**src/rtl/reg_write_queue_if.sv**
```systemverilog
// reg_write_queue_if: writeback, multdiv, regfile-write and bypass signals of reg_write_queue.
// master is the pipeline side, slave is the queue.
interface reg_write_queue_if #(
    parameter int DEPTH = 4
);
    logic                     wb_valid;
    logic [4:0]               wb_reg;
    logic [31:0]              wb_data;
    logic                     md_valid;
    logic                     md_ready;
    logic [4:0]               md_reg;
    logic [31:0]              md_data;
    logic                     ctrl_writeEnable;
    logic [4:0]               ctrl_writeReg;
    logic [31:0]              data_writeReg;
    logic [4:0]               rd_reg_a;
    logic [4:0]               rd_reg_b;
    logic                     byp_hit_a;
    logic                     byp_hit_b;
    logic [31:0]              byp_data_a;
    logic [31:0]              byp_data_b;
    logic [$clog2(DEPTH):0]   queue_count;

    modport master (
        output wb_valid, wb_reg, wb_data, md_valid, md_reg, md_data, rd_reg_a, rd_reg_b,
        input  md_ready, ctrl_writeEnable, ctrl_writeReg, data_writeReg,
        input  byp_hit_a, byp_hit_b, byp_data_a, byp_data_b, queue_count
    );
    modport slave (
        input  wb_valid, wb_reg, wb_data, md_valid, md_reg, md_data, rd_reg_a, rd_reg_b,
        output md_ready, ctrl_writeEnable, ctrl_writeReg, data_writeReg,
        output byp_hit_a, byp_hit_b, byp_data_a, byp_data_b, queue_count
    );
endinterface

```
**src/rtl/reg_write_queue.sv**
```systemverilog
// reg_write_queue: merges pipeline writeback and queued multdiv results into one regfile write port.
// Define REGWQ_BYPASS_EN to build the read-port bypass of pending writes; otherwise bypass outputs are 0.
module reg_write_queue #(
    parameter int DEPTH = 4
) (
    input logic           clock,
    input logic           ctrl_reset,
    reg_write_queue_if.slave bus
);
    localparam int AW = $clog2(DEPTH);
    localparam int CW = AW + 1;

    logic [4:0]    ent_reg_q [DEPTH];
    logic [4:0]    ent_reg_d [DEPTH];
    logic [31:0]   ent_data_q [DEPTH];
    logic [31:0]   ent_data_d [DEPTH];
    logic [DEPTH-1:0] live_q, live_d;
    logic [AW-1:0] wptr_q, wptr_d, rptr_q, rptr_d;
    logic [CW-1:0] count_q, count_d;
    logic          wen_q, wen_d;
    logic [4:0]    wreg_q, wreg_d;
    logic [31:0]   wdata_q, wdata_d;
    logic          wb_act, full, empty, enq, pop, head_live;

    assign wb_act    = bus.wb_valid && bus.wb_reg != 5'd0;
    assign full      = count_q == CW'(DEPTH);
    assign empty     = count_q == '0;
    assign enq       = bus.md_valid && bus.md_ready && bus.md_reg != 5'd0;
    assign pop       = !wb_act && !empty;
    assign head_live = live_q[rptr_q];

    assign bus.md_ready         = !ctrl_reset && !full;
    assign bus.ctrl_writeEnable = wen_q;
    assign bus.ctrl_writeReg    = wreg_q;
    assign bus.data_writeReg    = wdata_q;
    assign bus.queue_count      = count_q;

    always_comb begin
        ent_reg_d  = ent_reg_q;
        ent_data_d = ent_data_q;
        live_d     = live_q;
        for (int i = 0; i < DEPTH; i++)
            if (wb_act && ent_reg_q[i] == bus.wb_reg) live_d[i] = 1'b0;
        if (pop) live_d[rptr_q] = 1'b0;
        // a same-cycle md write to the wb register is older than wb, so it is stored dead
        if (enq) begin
            ent_reg_d[wptr_q]  = bus.md_reg;
            ent_data_d[wptr_q] = bus.md_data;
            live_d[wptr_q]     = !(wb_act && bus.md_reg == bus.wb_reg);
        end
        wptr_d  = wptr_q + AW'(enq);
        rptr_d  = rptr_q + AW'(pop);
        count_d = count_q + CW'(enq) - CW'(pop);
        wen_d   = wb_act || (pop && head_live);
        wreg_d  = wb_act ? bus.wb_reg : (pop && head_live) ? ent_reg_q[rptr_q] : wreg_q;
        wdata_d = wb_act ? bus.wb_data : (pop && head_live) ? ent_data_q[rptr_q] : wdata_q;
    end

    always_ff @(posedge clock) begin
        if (ctrl_reset) begin
            live_q  <= '0;
            wptr_q  <= '0;
            rptr_q  <= '0;
            count_q <= '0;
            wen_q   <= 1'b0;
            wreg_q  <= '0;
            wdata_q <= '0;
        end else begin
            ent_reg_q  <= ent_reg_d;
            ent_data_q <= ent_data_d;
            live_q     <= live_d;
            wptr_q     <= wptr_d;
            rptr_q     <= rptr_d;
            count_q    <= count_d;
            wen_q      <= wen_d;
            wreg_q     <= wreg_d;
            wdata_q    <= wdata_d;
        end
    end

`ifdef REGWQ_BYPASS_EN
    logic [4:0]    rd_addr [2];
    logic          hit [2];
    logic [31:0]   hdata [2];
    logic [AW-1:0] idx;

    assign rd_addr[0] = bus.rd_reg_a;
    assign rd_addr[1] = bus.rd_reg_b;

    // scan oldest to newest so the newest live match wins over older ones and the output stage
    always_comb begin
        idx = '0;
        for (int p = 0; p < 2; p++) begin
            hit[p]   = wen_q && wreg_q == rd_addr[p];
            hdata[p] = wdata_q;
            for (int k = 0; k < DEPTH; k++) begin
                idx = rptr_q + AW'(k);
                if (live_q[idx] && ent_reg_q[idx] == rd_addr[p]) begin
                    hit[p]   = 1'b1;
                    hdata[p] = ent_data_q[idx];
                end
            end
            hit[p]   = hit[p] && rd_addr[p] != 5'd0;
            hdata[p] = hit[p] ? hdata[p] : '0;
        end
    end

    assign bus.byp_hit_a  = hit[0];
    assign bus.byp_hit_b  = hit[1];
    assign bus.byp_data_a = hdata[0];
    assign bus.byp_data_b = hdata[1];
`else
    logic unused_rd;
    assign unused_rd      = ^{bus.rd_reg_a, bus.rd_reg_b};
    assign bus.byp_hit_a  = 1'b0;
    assign bus.byp_hit_b  = 1'b0;
    assign bus.byp_data_a = '0;
    assign bus.byp_data_b = '0;
`endif
endmodule

```
**src/flat_wrapper.sv**
```systemverilog
// flat-port wrapper written by rule: the top's interface ports become plain ports
module reg_write_queue_flat 
#(
    parameter int DEPTH = 4
)
  (clock, ctrl_reset, bus_wb_valid, bus_wb_reg, bus_wb_data, bus_md_valid, bus_md_reg, bus_md_data, bus_rd_reg_a, bus_rd_reg_b, bus_md_ready, bus_ctrl_writeEnable, bus_ctrl_writeReg, bus_data_writeReg, bus_byp_hit_a, bus_byp_hit_b, bus_byp_data_a, bus_byp_data_b, bus_queue_count);
  reg_write_queue_if #(.DEPTH(DEPTH)) bus_i ();
  input logic clock;
  input logic ctrl_reset;
  input wire logic [$bits(bus_i.wb_valid)-1:0] bus_wb_valid;
  input wire logic [$bits(bus_i.wb_reg)-1:0] bus_wb_reg;
  input wire logic [$bits(bus_i.wb_data)-1:0] bus_wb_data;
  input wire logic [$bits(bus_i.md_valid)-1:0] bus_md_valid;
  input wire logic [$bits(bus_i.md_reg)-1:0] bus_md_reg;
  input wire logic [$bits(bus_i.md_data)-1:0] bus_md_data;
  input wire logic [$bits(bus_i.rd_reg_a)-1:0] bus_rd_reg_a;
  input wire logic [$bits(bus_i.rd_reg_b)-1:0] bus_rd_reg_b;
  output wire logic [$bits(bus_i.md_ready)-1:0] bus_md_ready;
  output wire logic [$bits(bus_i.ctrl_writeEnable)-1:0] bus_ctrl_writeEnable;
  output wire logic [$bits(bus_i.ctrl_writeReg)-1:0] bus_ctrl_writeReg;
  output wire logic [$bits(bus_i.data_writeReg)-1:0] bus_data_writeReg;
  output wire logic [$bits(bus_i.byp_hit_a)-1:0] bus_byp_hit_a;
  output wire logic [$bits(bus_i.byp_hit_b)-1:0] bus_byp_hit_b;
  output wire logic [$bits(bus_i.byp_data_a)-1:0] bus_byp_data_a;
  output wire logic [$bits(bus_i.byp_data_b)-1:0] bus_byp_data_b;
  output wire logic [$bits(bus_i.queue_count)-1:0] bus_queue_count;
  assign bus_i.wb_valid = bus_wb_valid;
  assign bus_i.wb_reg = bus_wb_reg;
  assign bus_i.wb_data = bus_wb_data;
  assign bus_i.md_valid = bus_md_valid;
  assign bus_i.md_reg = bus_md_reg;
  assign bus_i.md_data = bus_md_data;
  assign bus_i.rd_reg_a = bus_rd_reg_a;
  assign bus_i.rd_reg_b = bus_rd_reg_b;
  assign bus_md_ready = bus_i.md_ready;
  assign bus_ctrl_writeEnable = bus_i.ctrl_writeEnable;
  assign bus_ctrl_writeReg = bus_i.ctrl_writeReg;
  assign bus_data_writeReg = bus_i.data_writeReg;
  assign bus_byp_hit_a = bus_i.byp_hit_a;
  assign bus_byp_hit_b = bus_i.byp_hit_b;
  assign bus_byp_data_a = bus_i.byp_data_a;
  assign bus_byp_data_b = bus_i.byp_data_b;
  assign bus_queue_count = bus_i.queue_count;
  reg_write_queue #(.DEPTH(DEPTH)) u_core (.clock(clock), .ctrl_reset(ctrl_reset), .bus(bus_i));
endmodule
```
**config.mk**
```make
export PLATFORM = sky130hd
export DESIGN_NAME = reg_write_queue_flat
export DESIGN_NICKNAME = d
export VERILOG_FILES = /design/src/rtl/reg_write_queue_if.sv /design/src/rtl/reg_write_queue.sv /design/src/flat_wrapper.sv
export SDC_FILE = /design/constraint.sdc
export NUM_CORES = 1
export LEC_CHECK = 0
export BUFFER_PORTS_ARGS = -buffer_cell sky130_fd_sc_hd__buf_4
export CORE_ASPECT_RATIO = 1.75
export CORE_MARGIN = 1
export CORE_UTILIZATION = 43
export DETAILED_ROUTE_END_ITERATION = 10
export PLACE_DENSITY_LB_ADDON = 0.12
export SETUP_SLACK_MARGIN = 0.1
export SLEW_MARGIN = 20
export SYNTH_ARGS = -nofsm -noshare
export SYNTH_HDL_FRONTEND = slang
export SYNTH_SLANG_ARGS = --single-unit
```
**constraint.sdc**
```tcl
create_clock -name clock -period 6.4 [get_ports clock]
set_clock_uncertainty 0.2 [all_clocks]
set_input_delay 0.64 -clock clock [delete_from_list [all_inputs] [get_ports clock]]
set_output_delay 0.64 -clock clock [all_outputs]
set_load 0.01 [all_outputs]
```
==> results.md, run 1 <==
* Outcome: complete, no violations
* Clock power share at 34.3%
* Sw frac at 25.41%
* Post-CTS Repair Setup Buffers at 0
* Routed Wire Length at 16,440 um
* CP Buf/Inv Count at 1
* Clk buf depth at 2
* Static Leak at 3.741 nW
* CTS sink cnt at 197
* Count of different cell masters after synthesis at 41
* H-tree depth at 4
* Crit-path max FO at 42
* Maximum vdd drop at 0.2014 mV
* First-pass GRT wire length at 25,350 um
* CTS tree: built
* Ports at 196
* Clock root cell: clkbuf_16
* Gp weighted congestion at 0.7401
* Combinational group share of total power at 16.4%
* Wire per inst at 18.25 um
* Final non-filler cell total at 901
* Fillers at 1,659
* Gr ovfl total at 0
* Setup Viol. Count Final at 0
* Final Hold Viols at 0
* Critical path cell sequence: mux4_2 -> nand2_2 -> buf_4 -> mux2i_1 -> o21ai_1
* Netlist area before placement at 0.008338 mm2
* Slowest stage cell, crit path: dfxtp_4
* Slew HR at 34.52%
* CP Launch Type: register
* Net Sw Power at 0.0007882 W
* Fin. max-slew vios at 0
* Syn_area_per_cell at 15.82 um2
* Cell with the most instances after synthesis: edfxtp_1
* Via count at 4,542
* PortBufs at 119
* Final core occ at 51.14%
* CTS Buf Count at 17
* Row count at 67
* Worst Path Arrival at 3.31 ns
* Insertion delay of the later-clocked pin in the worst-skew pair at 0.43 ns
* Top FF cell, synth: edfxtp_1
* Die Ht at 186.2 um
* 1st-pass router iterations at 4
* Antenna fix cells at 0
* Gr usage total at 17.53%
* Post-synth top area share at 53.30%
* 1st-iter DRT viols at 163
* Post-synth ARST share at 0%
* Clock transition at path regs at 0.07 ns
* Post-DP HPWL at 10,640 um
* Pint at 0.002314 W
* Worst Path Required at 6.50 ns
* CP endpoint kind: register
* Synth area leaders: edfxtp_1, dfxtp_1, mux4_2
* Min Tclk post-route at 3.213 ns
* Total die area at 0.01997 mm2
* Hold Crit Class: input port to register
* Placed Cells at 869
* Sequential power share at 49.3%
* Most frequent cells after synthesis: edfxtp_1, buf_4, dfxtp_1
* Pin count of the biggest net entering global routing at 43
* WS Path Type: register to register
* Die width at 107.3 um
* FMAX at 0.3113 GHz
* Final period util at 50.20%
* Yosys warning count at 0
* Vias in the first global route at 4,663
* Layout cells sized above 1 at 31.67%
* Hold buffer count at CTS at 0
* Mapped Cells at 527
* Worst stage delay on the critical path at 0.94 ns
* Initial antenna violation count at 0
* Top Family by Delay on Critical Path: flip-flops
* Worst hold slack at 0.2065 ns
* #FFs+latches synth at 197
* Antenna-violating nets left at 0
* Worst slew pin tran at 0.9798 ns
* Starting density of the core at 43.62%
* Area grow syn2layout at 17.23%
* Sequential cell area fraction in the yosys report at 65.07%
* RSZ-0062 raised after global routing: no
* DRC Markers at 0
* Final nets at 738
* Yosys top cell by area: edfxtp_1
* Pwr Total at 0.003102 W
* Max-cap violations at 0
* Number of synthesized flops with an enable pin at 148
* Via-to-Cell Ratio at 5.041
* Core area at 0.01911 mm2
* Fin Setup TNS at 0 ns
* Cts repair resizes at 0
* P per Cell Area at 317.4 mW/mm2
==> placed cells by master (no fill, tap or decap), types with 3 or more instances in the layout <==
master     Yosys  layout
nor2_1         6       5
clkbuf_16      0      17
conb_1         1      66
nand2_1       42      41
mux4_2        38      38
nor2b_1        3       3
nand4_1        5       5
edfxtp_1     148     148
dfxtp_1       49      47
clkinv_4       0       3
xnor2_1       15      15
inv_6          0       5
nor3_1         5       4
inv_1          4       4
o21ai_1       30      30
o21ai_0        7       7
xor2_1        15      15
mux2i_1       41      41
buf_4         67     128
==> per-layer routing <==
layer  wire length [um]  part of all wire [%]  global-route usage, %
met4                270                   1.6                  6.192
met1               6452                    39                  19.85
met2               9045                    55                  31.92
met3                676                   4.1                  4.251
met5                  0                     0                      0
==> worst register-to-register path, cell delays in order (launching register included) <==
cell and delay, ns:
dfxtp_4 0.94, mux4_2 0.63, nand2_2 0.47, buf_4 0.47, mux2i_1 0.30, o21ai_1 0.08
==> state kept, by name, indices dropped and copies added (netlist names) <==
register	cells
u_core.ent_data_q	128
u_core.bus.data_writeReg	32
u_core.ent_reg_q	20
u_core.bus.ctrl_writeReg	5
u_core.live_q	4
u_core.bus.queue_count	3
u_core.rptr_q	2
u_core.wptr_q	2
u_core.bus.ctrl_writeEnable	1
==> final timing paths <==
path | slack [ns] | cells past startpoint | to | startpoint
max | 3.19 | 5 | u_core.bus.data_writeReg[19]$_SDFFE_PP0P_ | u_core.rptr_q[0]$_SDFF_PP0_
min | 0.21 | 1 | u_core.ent_data_q[27]$_DFFE_PP_ | bus_md_data[27]
max reg2reg | 3.19 | 5 | u_core.bus.data_writeReg[19]$_SDFFE_PP0P_ | u_core.rptr_q[0]$_SDFF_PP0_
min reg2reg | 0.33 | 2 | u_core.live_q[0]$_SDFF_PP0_ | u_core.live_q[0]$_SDFF_PP0_
==> power by group through the flow <==
| stage | clock network [W] | logic [W] | registers, W |
|---|---|---|---|
| 2_1_floorplan | 0 | 0.000411 | 0.00152 |
| 6_report | 0.00107 | 0.000509 | 0.00153 |
| 4_1_cts | 0.00109 | 0.000518 | 0.00153 |
| 3_3_place_gp | 0 | 0.000508 | 0.00156 |
| 5_1_grt | 0.00114 | 0.000555 | 0.00154 |
| 3_5_place_dp | 0 | 0.000517 | 0.00156 |
==> kinds of logic after synthesis <==
| family | synth area share, % |
|---|---|
| other cells | 0.04497 |
| fa+ha+maj | 0.5402 |
| xor+xnor | 3.151 |
| buf+inv | 8.508 |
| simple gates | 4.217 |
| compound gates | 3.286 |
| flops | 65.07 |
| mux | 15.19 |
==> area by class of cell <==
class / instances / area [um2] / area share (%)
flip-flops and latches: 197 / 5430 / 55.56
multi-input cells: 299 / 2477 / 25.35
repair buffers: 128 / 960.9 / 9.831
clock buffers: 20 / 446.7 / 4.570
well taps: 241 / 301.5 / 3.085
clock inverters: 12 / 142.6 / 1.459
inverters: 4 / 15.01 / 0.1536
==> stage by stage <==
| step | setup WS, ns | instance area (um2) |
|---|---|---|
| after floorplan | 1.693 | 8582 |
| after CTS | 3.079 | 9774 |
| after detailed placement | 3.046 | 9185 |
| final | 3.187 | 9774 |
| after global placement | 3.104 | 9185 |
| after global routing | 2.932 | 9774 |
Power figures use the tool's default switching activity.
==> inputs of run 2 (changes only) <==
clock period = 2.9 ns   (was 6.4 ns; I/O delays follow)
==> run 2 against run 1 <==
  * Largest cell class unchanged
  * Critical path depth up 5
  * Sequential share of layout area fell by 4.3 points
  * Core utilization is 4.3 points higher
  * Critical path type is now input port to register
  * Largest power group unchanged
==> results.md, run 2 (synthesis gave the netlist of run 1 again) <==
* Initial antenna violation count at 0 (unchanged)
* CTS tree: built
* Slowest stage cell, crit path: dlygate4sd3_1
* Fin. max-slew vios at 0 (unchanged)
* Total die area at 0.01997 mm2 (unchanged)
* Max-cap violations at 0 (unchanged)
* Final Hold Viols at 0 (unchanged)
* FMAX at 0.3774 GHz
* 1st-pass router iterations at 4 (unchanged)
* RSZ-0062 raised after global routing: no
* Worst Path Arrival at 2.78 ns (-0.53 ns)
* Worst Hold End: u_core.bus.ctrl_writeEnable$_SDFF_PP0_
* Min-Delay Startpoint: ctrl_reset
* Worst slew pin tran at 1.036 ns (+0.05646 ns)
* Cell repeated most along the worst path: buf_4
* Maximum vdd drop at 0.4530 mV (+120%)
* Vias in the first global route at 4,962 (+6.4%)
* Via-to-Cell Ratio at 4.851 (-3.8%)
* Outcome: complete, no violations
* Fin Setup TNS at 0 ns (unchanged)
* PortBufs at 119 (unchanged)
* Via count at 4,783 (+5.3%)
* Core area at 0.01911 mm2 (unchanged)
* Reg2reg start: u_core.bus.queue_count[0]$_SDFF_PP0_
* Biggest register: u_core.ent_data_q
* Min Tclk post-route at 2.650 ns
* WS Path Type: input port to register
* Gr ovfl total at 0 (unchanged)
* Die Ht at 186.2 um (unchanged)
* Final non-filler cell total at 986 (+9.4%)
* CP Launch Type: input port
* 1st-iter DRT viols at 182 (+12%)
* CTS sink cnt at 197 (unchanged)
* H-tree depth at 4 (unchanged)
* Commonest non-fill, non-tap cell in the layout: edfxtp_1
* Area grow syn2layout at 27.18%
* Commonest non-fill, non-tap cells in the layout: edfxtp_1, buf_4, dlygate4sd3_1
* Layout cells sized above 1 at 29.40% (-2.3 points)
* DRC Markers at 0 (unchanged)
* Gp weighted congestion at 0.7773 (+5.0%)
* CTS Buf Count at 17 (unchanged)
* Slew HR at 30.75% (-3.8 points)
* Antenna-violating nets left at 0 (unchanged)
* Antenna fix cells at 0 (unchanged)
* Setup Viol. Count Final at 0 (unchanged)
* Final period util at 91.37%
* Worst Path Required at 3.03 ns (-3.47 ns)
* Clock root cell: clkbuf_16
* Pwr Total at 0.006834 W (+120%)
* Placed Cells at 872 (+0.35%)
* Starting density of the core at 43.62% (unchanged)
* Final nets at 823 (+12%)
* Hold Crit Class: input port to register
* Clk buf depth at 2 (unchanged)
* Worst r2r dst: u_core.ent_reg_q[4]$_DFFE_PP_
* Pin count of the biggest net entering global routing at 42 (-2.3%)
* Clock transition at path regs at 0.08 ns (about the same)
* CP endpoint kind: register
* Final worst setup slack at 0.2503 ns (-2.937 ns)
* Crit-path max FO at 6 (-86%)
* Gr usage total at 18.61% (+1.1 points)
* Routed Wire Length at 17,490 um (+6.3%)
* Ports at 196 (unchanged)
* Reg2reg setup slack at 0.33 ns (-2.86 ns)
* Row count at 67 (unchanged)
* First-pass GRT wire length at 26,890 um (+6.1%)
* Hold path cells at 3 (+2)
* Post-DP HPWL at 11,010 um (+3.5%)
* Dpl ws at 0.1512 ns (-2.895 ns)
* Static Leak at 4.086 nW (+9.2%)
* Final core occ at 55.48% (+4.3 points)
* Worst stage delay on the critical path at 0.55 ns (-0.39 ns)
* Worst Reg-to-Reg Cells at 6 (+1)
* Fillers at 1,571 (-5.3%)
* Insertion delay of the later-clocked pin in the worst-skew pair at 0.43 ns (about the same)
* Die width at 107.3 um (unchanged)
* Max reg flops at 128 (unchanged)
* Critical path cell sequence: dlygate4sd3_1 -> buf_4 -> or4_1 -> o211ai_1 -> buf_4 -> inv_1 -> ha_1 -> fa_1 -> xnor2_1 -> nor2_1
* P per Cell Area at 644.5 mW/mm2 (+100%)
* Wire per inst at 17.74 um (-2.8%)
run 2: final cells by class:
| type | count | area [um2] | share of cell area, % |
|---|---|---|---|
| inverter | 4 | 15.01 | 0.1416 |
| multi-input combinational | 299 | 2496 | 23.54 |
| timing repair buffer | 213 | 1812 | 17.09 |
| sequential | 197 | 5430 | 51.21 |
| clock buffer | 18 | 429.2 | 4.047 |
| clock inverter | 14 | 120.1 | 1.133 |
| tap | 241 | 301.5 | 2.844 |
run 2: worst max-delay path: cells and delay by family:
kind | cells | cell delay [ns]
xor gates and xnor gates | 1 | 0.16
buffers and inverters | 4 | 1.01
and+or+nand+nor | 2 | 0.56
adders and majority gates | 2 | 0.59
AOI/OAI and AO/OA | 1 | 0.18
run 2: how the worst max path moves through the flow:
stage | cells past startpoint | to | startpoint
floorplan | 4 | u_core.ent_data_q[32]$_DFFE_PP_ | u_core.bus.queue_count[1]$_SDFF_PP0_
global placement | 6 | u_core.ent_data_q[61]$_DFFE_PP_ | ctrl_reset
detailed placement | 6 | u_core.ent_data_q[73]$_DFFE_PP_ | ctrl_reset
CTS | 6 | u_core.ent_data_q[57]$_DFFE_PP_ | u_core.bus.queue_count[0]$_SDFF_PP0_
global route | 6 | u_core.ent_data_q[124]$_DFFE_PP_ | u_core.bus.queue_count[0]$_SDFF_PP0_
finish | 10 | u_core.bus.queue_count[2]$_SDFF_PP0_ | bus_md_reg[4]
run 2: stage by stage:
stage	area [um2]	hold WS [ns]
final	10600	0.01087
after global routing	10600	0.01685
after CTS	10550	0.0001422
after detailed placement	9251	0.2947
after global placement	9251	0.2850
after floorplan	8600	0.1889
run 2: layer usage:
metal	wire length, um	global-route usage (%)	part of all wire [%]
met3	632	2.857	3.6
met5	0	0	0
met4	341	7.671	2.0
met1	6722	21.02	38
met2	9791	34.68	56
run 2: where the power goes:
part | internal [W] | switching, W | total [W]
Clock | 0.00112 | 0.00107 | 0.00220
Sequential | 0.00320 | 0.0000723 | 0.00327
Combinational | 0.000705 | 0.000660 | 0.00137
run 2: timing repair:
item                                    CTS  global route
endpoints found under the setup margin    0            52
endpoints found under the hold margin   185             0
setup buffers                             0             7
gates resized for setup                   0             0
hold buffers                             75             0
